<file path="config.mk">
export PLATFORM = sky130hd
export DESIGN_NAME = gf_alu_serial_seq
export DESIGN_NICKNAME = d
export VERILOG_FILES = /design/src/rtl/gf_alu_pkg.sv /design/src/rtl/gf_alu_bit_timer.sv /design/src/rtl/gf_alu_serial_seq.sv
export SDC_FILE = /design/constraint.sdc
export NUM_CORES = 1
export LEC_CHECK = 0
export CAP_MARGIN = 20
export CORE_UTILIZATION = 45
export DETAILED_ROUTE_END_ITERATION = 12
export PLACE_DENSITY = 0.75
export RECOVER_POWER = 50
export SETUP_SLACK_MARGIN = 0.02
export SYNTH_ARGS = -nofsm -noshare
export SYNTH_HDL_FRONTEND = slang
export SYNTH_SLANG_ARGS = --single-unit
</file>
<file path="constraint.sdc">
create_clock -name gclk -period 1.8 [get_ports gclk]
set_input_delay 0.27 -clock gclk [delete_from_list [all_inputs] [get_ports gclk]]
set_output_delay 0.27 -clock gclk [all_outputs]
set_load 0.01 [all_outputs]
</file>
<file path="src/rtl/gf_alu_pkg.sv">
// Shared encodings, state type and sizing helpers for the bit-serial GF ALU sequencer.
package gf_alu_pkg;

    localparam logic [1:0] OP_XOR   = 2'b00;
    localparam logic [1:0] OP_AND   = 2'b01;
    localparam logic [1:0] OP_ARITH = 2'b10;
    localparam logic [1:0] OP_RSVD  = 2'b11;

    localparam int ALU_LAT_DEFAULT = 6;

    typedef enum logic [1:0] {
        ST_IDLE,
        ST_ISSUE,
        ST_WAIT,
        ST_FIN
    } seq_state_t;

    // The period timer has to represent every value from 0 up to lat inclusive.
    function automatic int timer_width(input int lat);
        return (lat < 1) ? 1 : $clog2(lat + 1);
    endfunction

    function automatic int index_width(input int width);
        return (width < 2) ? 1 : $clog2(width);
    endfunction

endpackage

</file>
<file path="src/rtl/gf_alu_bit_timer.sv">
// Bit-index and bit-period counters for the serial sequencer; flags the slice sample cycle.
module gf_alu_bit_timer
    import gf_alu_pkg::*;
#(
    parameter int WIDTH   = 8,
    parameter int ALU_LAT = ALU_LAT_DEFAULT,
    localparam int IW     = index_width(WIDTH)
) (
    input  logic          gclk,
    input  logic          rst,
    input  logic          clear,
    input  logic          issue,
    input  logic          waiting,
    output logic [IW-1:0] bit_idx,
    output logic          sample_now,
    output logic          last_bit
);

    localparam int            TW       = timer_width(ALU_LAT);
    localparam logic [TW-1:0] LAT_VAL  = TW'(ALU_LAT);
    localparam logic [IW-1:0] LAST_IDX = IW'(WIDTH - 1);

    logic [TW-1:0] timer;

    assign sample_now = waiting && (timer == LAT_VAL);
    assign last_bit   = (bit_idx == LAST_IDX);

    // NOTE: sequential state uses <= so every flop samples pre-edge values, independent of statement order.
    always_ff @(posedge gclk) begin
        if (rst || clear) begin
            bit_idx <= '0;
            timer   <= '0;
        end else if (issue) begin
            timer <= TW'(1);
        end else if (sample_now) begin
            timer <= '0;
            if (!last_bit) begin
                bit_idx <= bit_idx + 1'b1;
            end
        end else if (waiting) begin
            timer <= timer + 1'b1;
        end
    end

endmodule

</file>
<file path="src/rtl/gf_alu_serial_seq.sv">
// Bit-serial sequencer: feeds a 1-bit GF ALU slice LSB first, chains carries, reassembles the result.
module gf_alu_serial_seq
    import gf_alu_pkg::*;
#(
    parameter int WIDTH   = 8,
    parameter int ALU_LAT = ALU_LAT_DEFAULT
) (
    input  logic             gclk,
    input  logic             rst,
    input  logic             start,
    output logic             ready,
    input  logic [1:0]       op_sel,
    input  logic             cmpl_x,
    input  logic             cmpl_y,
    input  logic [WIDTH-1:0] a,
    input  logic [WIDTH-1:0] b,
    input  logic             cin,
    output logic             alu_x,
    output logic             alu_y,
    output logic             alu_carry_in,
    output logic             alu_end,
    output logic             alu_cmpl_x,
    output logic             alu_cmpl_y,
    output logic             alu_op_xor,
    output logic             alu_op_and,
    output logic             alu_op_arith,
    input  logic             alu_sum,
    input  logic             alu_carry_out,
    input  logic             alu_overflow,
    output logic [WIDTH-1:0] result,
    output logic             carry_out,
    output logic             overflow,
    output logic             done,
    output logic             err
);

    localparam int IW = index_width(WIDTH);

    seq_state_t       state;
    seq_state_t       state_next;
    logic [WIDTH-1:0] x_q;
    logic [WIDTH-1:0] y_q;
    logic [1:0]       op_q;
    logic             cmpl_x_q;
    logic             cmpl_y_q;
    logic             cin_q;
    logic             carry_q;
    logic             bad_op;
    logic             accept;
    logic             reject;
    logic             issuing;
    logic             waiting;
    logic [IW-1:0]    bit_idx;
    logic             sample_now;
    logic             last_bit;

    assign bad_op  = (op_sel == OP_RSVD);
    assign ready   = (state == ST_IDLE);
    assign accept  = ready && start && !bad_op;
    assign reject  = ready && start && bad_op;
    assign issuing = (state == ST_ISSUE);
    assign waiting = (state == ST_WAIT);
    assign done    = (state == ST_FIN);

    gf_alu_bit_timer #(
        .WIDTH   (WIDTH),
        .ALU_LAT (ALU_LAT)
    ) u_timer (
        .gclk       (gclk),
        .rst        (rst),
        .clear      (accept),
        .issue      (issuing),
        .waiting    (waiting),
        .bit_idx    (bit_idx),
        .sample_now (sample_now),
        .last_bit   (last_bit)
    );

    // NOTE: state_next gets its default before the case so no path leaves it unassigned (no latch).
    always_comb begin
        state_next = state;
        unique case (state)
            ST_IDLE:  if (accept) state_next = ST_ISSUE;
            ST_ISSUE: state_next = ST_WAIT;
            ST_WAIT:  if (sample_now) state_next = last_bit ? ST_FIN : ST_ISSUE;
            ST_FIN:   state_next = ST_IDLE;
            default:  state_next = ST_IDLE;
        endcase
    end

    always_ff @(posedge gclk) begin
        if (rst) begin
            state     <= ST_IDLE;
            result    <= '0;
            carry_out <= 1'b0;
            overflow  <= 1'b0;
            carry_q   <= 1'b0;
            err       <= 1'b0;
        end else begin
            state <= state_next;
            err   <= reject;
            if (accept) begin
                result    <= '0;
                carry_out <= 1'b0;
                overflow  <= 1'b0;
                carry_q   <= 1'b0;
            end else if (sample_now) begin
                // Slice outputs are trusted only on this cycle; in-flight values are dropped.
                result[bit_idx] <= alu_sum;
                carry_q         <= alu_carry_out;
                if (last_bit) begin
                    carry_out <= alu_carry_out;
                    overflow  <= alu_overflow;
                end
            end
        end
    end

    // NOTE: operand holding registers are left unreset; they are only observed after an accept loads them.
    always_ff @(posedge gclk) begin
        if (accept) begin
            x_q      <= a;
            y_q      <= b;
            op_q     <= op_sel;
            cmpl_x_q <= cmpl_x;
            cmpl_y_q <= cmpl_y;
            cin_q    <= cin;
        end
    end

    // Slice inputs are pulse-style: valid only in the ISSUE cycle, zero otherwise.
    always_comb begin
        alu_x        = 1'b0;
        alu_y        = 1'b0;
        alu_carry_in = 1'b0;
        alu_end      = 1'b0;
        alu_cmpl_x   = 1'b0;
        alu_cmpl_y   = 1'b0;
        alu_op_xor   = 1'b0;
        alu_op_and   = 1'b0;
        alu_op_arith = 1'b0;
        if (issuing) begin
            alu_x        = x_q[bit_idx];
            alu_y        = y_q[bit_idx];
            alu_carry_in = (bit_idx == '0) ? cin_q : carry_q;
            alu_end      = last_bit;
            alu_cmpl_x   = cmpl_x_q;
            alu_cmpl_y   = cmpl_y_q;
            alu_op_xor   = (op_q == OP_XOR);
            alu_op_and   = (op_q == OP_AND);
            alu_op_arith = (op_q == OP_ARITH);
        end
    end

endmodule
</file>
==> results.py, run 1 <==
metrics = {
    "floorplan": {
        "dieWidth_um": 65.3,
        "row_count": 22,
        "pin_count": 49,
        "core-area_mm2": 0.00374,
        "dieArea_mm2": 0.00426,
        "start_util_pct": 48.1,
        "die_h_um": 65.3,
    },
    "setup_path": {
        "path_max_fanout": 5,
        "crit_type": "reg2out",
        "r2r_cells": 6,
        "cp.arrival_ns": 1.50,
        "worstPathRequired_ns": 1.53,
        "crit_path_end": "alu_x",
        "crit_start": "u_timer.bit_idx[0]",
        "reg2reg_slack_ns": 0.15,
        "crit_path_end_kind": "output port",
        "rr_startpoint": "u_timer.timer[0]",
        "r2r-end": "result[3]",
        "startpoint_type": "flop",
    },
    "power_and_ir_drop": {
        "power_mw": 1.92,
        "p_leak_nw": 1.05,
        "peakVddDrop_v": 0.000518,
        "power_density_mw_per_mm2": 755,
    },
    "cts": {
        "cts_hold_buf": 0,
        "cts_tree": "built",
        "clock_latency_ns": 0.29,
        "cts_root_buf": "clkbuf_8",
        "cts_buffers": 5,
        "h-tree-depth": 2,
        "ctsLongestPathBuffers": 2,
        "cts_sinks": 41,
        "cts.clk_slew.worst_paths_ns": 0.07,
    },
    "sta": {
        "period_needed_ns": 1.77,
        "grt_setup_unrepaired": "true",
        "finalHoldViolCount": 0,
        "fin_skew_ns": 0.00529,
        "max_freq_ghz": 0.566,
        "tightestPinTransition_ns": 0.442,
        "min_period_over_period_pct": 98.2,
        "slew_violations": 0,
        "setup_viol": 0,
        "relSlewSlack_pct": 70.5,
    },
    "logic_synthesis": {
        "synth_fa_ha_area_share_pct": 3.47,
        "synth_area_per_cell_um2": 11.2,
        "syn-cell-area_mm2": 0.00180,
        "synthTopCellsByCount": "edfxtp_1, nor2_1, dfxtp_1",
        "synth_fp_nets": 193,
        "synth_compound_area_share_pct": 6.94,
        "synthArstFlopShare_pct": 0,
        "synth-warning-count": 0,
        "synth_seq_area_share_pct": 57.2,
        "syn_inst": 161,
        "yosysTopAreaCellShare_pct": 35.0,
        "post-synth-top-area-cell": "edfxtp_1",
        "synthXorXnorAreaFrac_pct": 0.486,
        "synth-simple-area-share_pct": 17.5,
        "synthMuxAreaShare_pct": 9.72,
        "synth_edf_count": 21,
        "ys_ff_latch": 41,
        "synth_top_family_by_area": "simple AND/OR/NAND/NOR gates",
        "synth_cell_types": 33,
        "synth_area_leaders": "edfxtp_1, dfxtp_1, mux2i_1",
        "ys.flop_type": "edfxtp_1",
    },
    "final_layout": {
        "drive_above_1_share_pct": 19.4,
        "fillers": 302,
        "fin_nets": 258,
        "postLayoutCellArea_mm2": 0.00254,
        "instances_no_fill": 275,
        "num_antenna_cells": 0,
        "areaGrowthSynthToFinish_pct": 41.2,
        "utilization_pct": 68.0,
    },
    "grt": {
        "grt_pass1_vias": 1370,
        "grt-ovfl-total": 0,
        "grt_first_pass_wirelength_mm": 5.94,
        "antenna_found_initial": 0,
        "grt_usage_pct": 19.1,
        "grt_max_degree": 22,
    },
    "routing": {
        "drc": 0,
        "wire_per_inst_um": 12.9,
        "vias": 1381,
        "drt-initial-drc-count": 53,
        "wirelength_mm": 3.53,
        "antenna_left": 0,
        "viasPerCell": 5.02,
        "firstDrtPassIters": 4,
    },
    "placed_design": {
        "gp_congestion": 0.782,
        "port_buffers": 48,
        "dp.cells": 266,
        "dp_hpwl_mm": 2.68,
        "dpl_cell_area_mm2": 0.00245,
    },
    "min_path": {
        "hold_class": "reg2reg",
    },
    "outcome": {
        "status": "completed",
    },
    "run": {
        "max_cap_viol_count": 0,
    },
}
-- worst min-delay path by stage --
stage | startpoint | to | slack [ns] | cells after the start
after detailed placement | carry_out | carry_out | 0.45 | 2
final | carry_out | carry_out | 0.45 | 2
after global routing | carry_out | carry_out | 0.48 | 2
after global placement | overflow | overflow | 0.44 | 2
after CTS | carry_out | carry_out | 0.46 | 2
after floorplan | rst | state[1] | 0.34 | 1
-- flip-flops by register name, indices dropped and copies added, names as in the netlist --
name and flops:
carry_out 1, carry_q 1, cin_q 1, cmpl_x_q 1, cmpl_y_q 1, err 1
op_q 2, overflow 1, result 8, state 2, u_timer.bit_idx 3, u_timer.timer 3
x_q 8, y_q 8
-- logic make-up after synthesis --
kind of cell             after synthesis
multiplexers                          15
adder cells (fa/ha/maj)                5
AND/OR/NAND/NOR                       61
AO/OA/AOI/OAI                         21
XOR/XNOR                               1
buffers and inverters                 17
flip-flops                            41
-- area by class of cell --
| cell class | count | area [um^2] | share of cell area, % |
|---|---|---|---|
| Sequential cell | 41 | 1040 | 40.8 |
| Multi-Input combinational cell | 103 | 698 | 27.4 |
| Timing Repair Buffer | 68 | 614 | 24.1 |
| Clock buffer | 6 | 72.6 | 2.85 |
| Tap cell | 48 | 60.1 | 2.36 |
| Clock inverter | 2 | 35.0 | 1.38 |
| Inverter | 7 | 26.3 | 1.03 |
-- where the power goes --
part,internal (mW),switching (mW),leakage [nW]
combinational,0.0871,0.0820,0.636
sequential,1.02,0.0154,0.362
clock,0.411,0.302,0.0552
total,1.52,0.399,1.05
-- timing repair --
item / CTS / global route
endpoints found under the setup margin: 10 / 6
resized for setup: 26 / 9
pin swaps: 3 / 2
buffers inserted: 1 / 0
hold endpoints to repair: 0 / 0
-- stage by stage --
| stage | hold slack [ns] | worst slack [ns] | TNS (ns) |
|---|---|---|---|
| after detailed placement | 0.448 | -0.0837 | -0.260 |
| final | 0.450 | 0.0331 | 0 |
| after CTS | 0.459 | 0.00660 | 0 |
| after global routing | 0.484 | -0.0483 | -0.108 |
| after global placement | 0.443 | -0.0785 | -0.206 |
| after floorplan | 0.339 | 0.249 | 0 |
-- cells in the final DEF (no fill, tap or decap), types with 5 or more instances in the layout --
cell type and count:
edfxtp_1 21, nor2_1 20, dlygate4sd2_1 5, mux2i_1 12
dlygate4sd3_1 32, clkbuf_8 5, clkdlybuf4s50_1 6, nor3_1 6
a21oi_1 10, buf_2 5, buf_4 15, inv_1 7
dfxtp_1 18, nand2_1 13, nand3_1 6
-- per-layer routing --
| layer | share of wire, % | routed length, um | up-vias | track usage [%] |
|---|---|---|---|---|
| li1 | - | - | 702 | - |
| met1 | 42 | 1480 | 640 | 20.8 |
| met2 | 51 | 1800 | 35 | 33.1 |
| met3 | 5.2 | 185 | 4 | 6.08 |
| met4 | 2.0 | 69 | 0 | 9.51 |
| met5 | 0 | 0 | - | 0 |
-- worst max-delay path, stage by stage (launching register included) --
cell,delay (ns)
dfxtp_4,0.38
mux4_2,0.49
mux2i_1,0.14
nor2_1,0.06
buf_2,0.13
No activity file was read; power rests on OpenSTA's default activity.
==> run 2, diff against run 1 <==
--- a/config.mk
+++ b/config.mk
@@ -11,6 +11,7 @@
 export PLACE_DENSITY = 0.75
 export RECOVER_POWER = 50
 export SETUP_SLACK_MARGIN = 0.02
+export SKIP_LAST_GASP = 1
 export SYNTH_ARGS = -nofsm -noshare
 export SYNTH_HDL_FRONTEND = slang
 export SYNTH_SLANG_ARGS = --single-unit
==> constraint.sdc (replaced) <==
create_clock -name gclk -period 1.8 [get_ports gclk]
set_input_delay 0.36 -clock gclk [delete_from_list [all_inputs] [get_ports gclk]]
set_output_delay 0.36 -clock gclk [all_outputs]
set_load 0.01 [all_outputs]
==> results.py, run 2 (synthesis gave the netlist of run 1 again) <==
metrics = {
    "final_layout": {
        "num_antenna_cells": 0,
        "top_regs": "result (8), x_q (8), y_q (8)",
        "areaGrowthSynthToFinish_pct": 43.2,
        "drive_above_1_share_pct": 21.4,
        "final_cell_mix": "edfxtp_1, dlygate4sd3_1, nor2_1, dfxtp_1",
        "instances_no_fill": 277,
        "fin_nets": 260,
    },
    "setup_path": {
        "startpoint_type": "flop",
        "path_max_fanout": 4,
        "reg2reg_slack_ns": 0.15,
        "r2r-end": "result[3]",
        "r2r_cells": 5,
        "cp.arrival_ns": 1.51,
        "crit_type": "reg2out",
        "crit_path_end": "alu_x",
        "worstPathRequired_ns": 1.44,
        "rr_startpoint": "u_timer.timer[1]",
        "crit_start": "u_timer.bit_idx[0]",
        "crit_path_end_kind": "output port",
    },
    "outcome": {
        "violations": "setup timing",
        "status": "complete, but fails checks",
    },
    "min_path": {
        "hold_class": "reg2reg",
        "holdPathStages": 2,
    },
    "floorplan": {
        "row_count": 22,
        "start_util_pct": 48.1,
        "die_h_um": 65.3,
        "pin_count": 49,
        "core-area_mm2": 0.00374,
        "dieArea_mm2": 0.00426,
        "dieWidth_um": 65.3,
    },
    "routing": {
        "drt-initial-drc-count": 97,
        "wire_per_inst_um": 13.4,
        "vias": 1397,
        "drc": 0,
        "viasPerCell": 5.04,
        "wl_met3_um": 185,
        "dr_wl_met2_mm": 1.90,
        "met1_length_mm": 1.57,
        "wirelength_mm": 3.72,
        "firstDrtPassIters": 4,
        "highest_layer": "met4",
        "antenna_left": 0,
    },
    "placed_design": {
        "dp.cells": 268,
        "dp_hpwl_mm": 2.80,
        "port_buffers": 48,
        "gp_congestion": 0.775,
    },
    "sta": {
        "grt_setup_unrepaired": "true",
        "fin_skew_ns": 0.00339,
        "finalHoldViolCount": 0,
        "period_needed_ns": 1.87,
        "tightestPinTransition_ns": 0.409,
        "min_period_over_period_pct": 104,
        "max_freq_ghz": 0.536,
        "relSlewSlack_pct": 72.8,
        "finalWorstSetupSlack_ns": -0.0653,
        "setup_viol": 5,
        "slew_violations": 0,
    },
    "grt": {
        "grt_usage_pct": 19.7,
        "grt-ovfl-total": 0,
        "grt_pass1_vias": 1440,
        "grt_max_degree": 22,
        "grt_first_pass_wirelength_mm": 6.17,
        "antenna_found_initial": 0,
    },
    "cts": {
        "ctsLongestPathBuffers": 2,
        "cts_sinks": 41,
        "cts.clk_slew.worst_paths_ns": 0.08,
        "cts_tree": "built",
        "cts_buffers": 5,
        "cts_root_buf": "clkbuf_8",
        "h-tree-depth": 2,
        "clock_latency_ns": 0.29,
    },
    "power_and_ir_drop": {
        "power_mw": 1.94,
        "power_density_mw_per_mm2": 751,
        "peakVddDrop_v": 0.000615,
        "p_leak_nw": 1.02,
    },
    "run": {
        "max_cap_viol_count": 0,
    },
}
## run 2: final cells by class
type / instances / area [um^2]
clock inverter: 3 / 41.3
sequential: 41 / 1040
inverter: 7 / 26.3
multi-input combinational: 103 / 734
clock buffer: 5 / 68.8
timing repair buffer: 70 / 613
tap: 48 / 60.1
fill: 307 / 1160
## run 2: what timing repair did
item                                    CTS  global route
pin swaps                                 4             4
gates cloned                              0             0
endpoints found under the setup margin   11             7
hold buffers                              0             0
hold endpoints to repair                  0             0
gates resized for setup                  36            13
buffers inserted                          2             0
## run 2: routing by layer
metal / global-route usage (%) / vias to the layer above
li1: - / 703
met1: 21.8 / 652
met2: 34.7 / 36
met3: 5.90 / 6
met4: 8.70 / 0
met5: 0 / -
## run 2: stage by stage
step / area, um^2 / hold WS, ns / utilization [%] / TNS, ns / setup slack, ns
floorplan: 1800 / 0.429 / - / 0 / 0.249
global placement: 2470 / 0.443 / 65.9 / -0.554 / -0.169
detailed placement: 2470 / 0.454 / 65.9 / -0.804 / -0.230
CTS: 2600 / 0.465 / 69.5 / -0.391 / -0.251
global route: 2580 / 0.495 / 68.9 / -0.631 / -0.154
finish: 2580 / 0.459 / 68.9 / -0.159 / -0.0653
## run 2: critical path: stages, from the launching register on
cell	delay, ns
dfxtp_4	0.38
mux4_2	0.50
mux2i_1	0.15
nor2_1	0.06
clkbuf_2	0.12
## run 2: worst min path at each step
stage	startpoint	endpoint	slack [ns]
after global routing	carry_out	carry_out	0.49
final	carry_out	carry_out	0.46
after detailed placement	carry_out	carry_out	0.45
after floorplan	rst	state[1]	0.43
after CTS	carry_out	carry_out	0.46
after global placement	overflow	overflow	0.44
## run 2: report_power, final
part           switching (mW)  internal [mW]  leakage [nW]
sequential             0.0144           1.03         0.361
combinational          0.0829         0.0883         0.603
clock                   0.318          0.408        0.0518
total                   0.415           1.52          1.02
==> run 3, diff against run 2 <==
--- a/config.mk
+++ b/config.mk
@@ -6,6 +6,7 @@
 export NUM_CORES = 1
 export LEC_CHECK = 0
 export CAP_MARGIN = 20
+export CORE_MARGIN = 2
 export CORE_UTILIZATION = 45
 export DETAILED_ROUTE_END_ITERATION = 12
 export PLACE_DENSITY = 0.75
==> results.py, run 3 (synthesis gave the netlist of run 1 again) <==
metrics = {
    "outcome": {
        "status": "complete, but fails checks",
        "violations": "setup timing",
    },
    "run": {
        "max_cap_viol_count": 0,
    },
    "floorplan": {
        "die_h_um": 67.3,
        "start_util_pct": 48.1,
        "dieWidth_um": 67.3,
        "dieArea_mm2": 0.00453,
        "row_count": 22,
        "core-area_mm2": 0.00374,
        "pin_count": 49,
    },
    "sta": {
        "fin_skew_ns": 0.00820,
        "tightestPinTransition_ns": 0.437,
        "setup_viol": 3,
        "relSlewSlack_pct": 70.8,
        "max_freq_ghz": 0.511,
        "slew_violations": 0,
        "finalHoldViolCount": 0,
        "grt_setup_unrepaired": "true",
        "setup-tns-final_ns": -0.291,
        "finalWorstSetupSlack_ns": -0.157,
        "whs_ns": 0.465,
        "period_needed_ns": 1.96,
        "min_period_over_period_pct": 109,
    },
    "setup_path": {
        "r2r_cells": 6,
        "crit_path_end": "alu_x",
        "crit_path_end_kind": "output port",
        "cp.arrival_ns": 1.60,
        "cpMaxStageDelayCell": "mux4_2",
        "r2r-end": "result[3]",
        "slowest_delay_ns": 0.48,
        "startpoint_type": "flop",
        "crit_type": "reg2out",
        "worstPathRequired_ns": 1.44,
        "worstPathCellList": "buf_12, mux4_2, mux2i_1, nor2_1, buf_2",
        "crit_start": "u_timer.bit_idx[0]",
        "rr_startpoint": "u_timer.timer[0]",
        "reg2reg_slack_ns": 0.16,
        "crit_cells": 5,
        "path_max_fanout": 4,
        "cp_num_buf_inv": 2,
        "crit_family": "multiplexers",
    },
    "routing": {
        "wirelength_mm": 3.74,
        "viasPerCell": 5.07,
        "vias": 1405,
        "drc": 0,
        "drt-initial-drc-count": 53,
        "wire_per_inst_um": 13.5,
        "firstDrtPassIters": 3,
        "antenna_left": 0,
    },
    "cts": {
        "cts.clk_slew.worst_paths_ns": 0.08,
        "clock_latency_ns": 0.30,
        "cts_root_buf": "clkbuf_8",
        "ctsLongestPathBuffers": 2,
        "cts_buffers": 5,
        "cts_sinks": 41,
        "h-tree-depth": 2,
        "cts_tree": "built",
        "cts_hold_buf": 0,
    },
    "power_and_ir_drop": {
        "power_frac_clock_pct": 31.8,
        "comb_power_share_pct": 9.6,
        "switching_share_pct": 22.1,
        "power_mw": 1.78,
        "power_density_mw_per_mm2": 684,
        "p_leak_nw": 1.03,
        "switchingPower_mw": 0.392,
        "sequentialPowerShare_pct": 58.6,
        "peakVddDrop_v": 0.000652,
        "p_int_mw": 1.38,
    },
    "grt": {
        "grtUsageMet1_pct": 19.7,
        "grt_max_degree": 22,
        "globalRouteMet3Util_pct": 5.17,
        "grt-busiest-layer": "met2",
        "grt_pass1_vias": 1347,
        "grt_usage_pct": 18.1,
        "grt-ovfl-total": 0,
        "antenna_found_initial": 0,
        "gr-usage-met2_pct": 33.0,
        "grt_first_pass_wirelength_mm": 5.97,
    },
    "final_layout": {
        "areaGrowthSynthToFinish_pct": 44.2,
        "num_antenna_cells": 0,
        "fin_nets": 260,
        "final_cell_mix": "edfxtp_1, dlygate4sd3_1, nor2_1, dfxtp_1",
        "utilization_pct": 69.4,
        "drive_above_1_share_pct": 21.4,
        "top_regs": "result (8), x_q (8), y_q (8)",
    },
    "placed_design": {
        "gp_congestion": 0.773,
        "dp_hpwl_mm": 2.75,
        "port_buffers": 48,
    },
    "min_path": {
        "hold_class": "reg2reg",
    },
}
[run 3: per-layer routing]
layer | wire [um] | up-vias
met3 | 183 | 6
met2 | 1910 | 34
met5 | 0 | -
met1 | 1590 | 662
li1 | - | 703
met4 | 59 | 0
[run 3: final cells by class]
| type | instances | area [um^2] |
|---|---|---|
| fill | 275 | 1150 |
| sequential | 41 | 1040 |
| multi-input combinational | 103 | 746 |
| timing repair buffer | 70 | 643 |
| clock buffer | 7 | 76.3 |
| tap | 48 | 60.1 |
| inverter | 7 | 28.8 |
| clock inverter | 1 | 3.75 |
[run 3: how the worst min path moves through the flow]
| stage | start | end | depth (start not counted) |
|---|---|---|---|
| 2_1_floorplan | rst | state[1] | 1 |
| 5_1_grt | carry_out | carry_out | 2 |
| 3_3_place_gp | overflow | overflow | 2 |
| 6_report | carry_out | carry_out | 2 |
| 3_5_place_dp | carry_out | carry_out | 2 |
| 4_1_cts | carry_out | carry_out | 2 |
[run 3: power by group through the flow]
stage / Clock [mW] / Combinational [mW] / Sequential (mW)
6_report: 0.565 / 0.171 / 1.04
3_5_place_dp: 0 / 0.192 / 1.06
5_1_grt: 0.613 / 0.188 / 1.04
3_3_place_gp: 0 / 0.186 / 1.06
2_1_floorplan: 0 / 0.0813 / 1.06
4_1_cts: 0.578 / 0.191 / 1.04
[run 3: worst min-delay path, stage by stage (launching register included)]
cell and delay, ns:
dfxtp_1 0.32, nand2_1 0.05, a21oi_1 0.05
[run 3: timing repair]
| action | in CTS | in global routing |
|---|---|---|
| setup buffers | 1 | 1 |
| pin swaps | 3 | 3 |
| endpoints found under the setup margin | 11 | 4 |
| resized for setup | 40 | 5 |
[run 3: per-stage QoR]
step                cell area (um^2)  worst slack, ns  instances
global placement                2460           -0.194        267
finish                          2600           -0.157        277
detailed placement              2460           -0.230        267
floorplan                       1800            0.249        161
CTS                             2600           -0.209        276
global route                    2600           -0.214        277
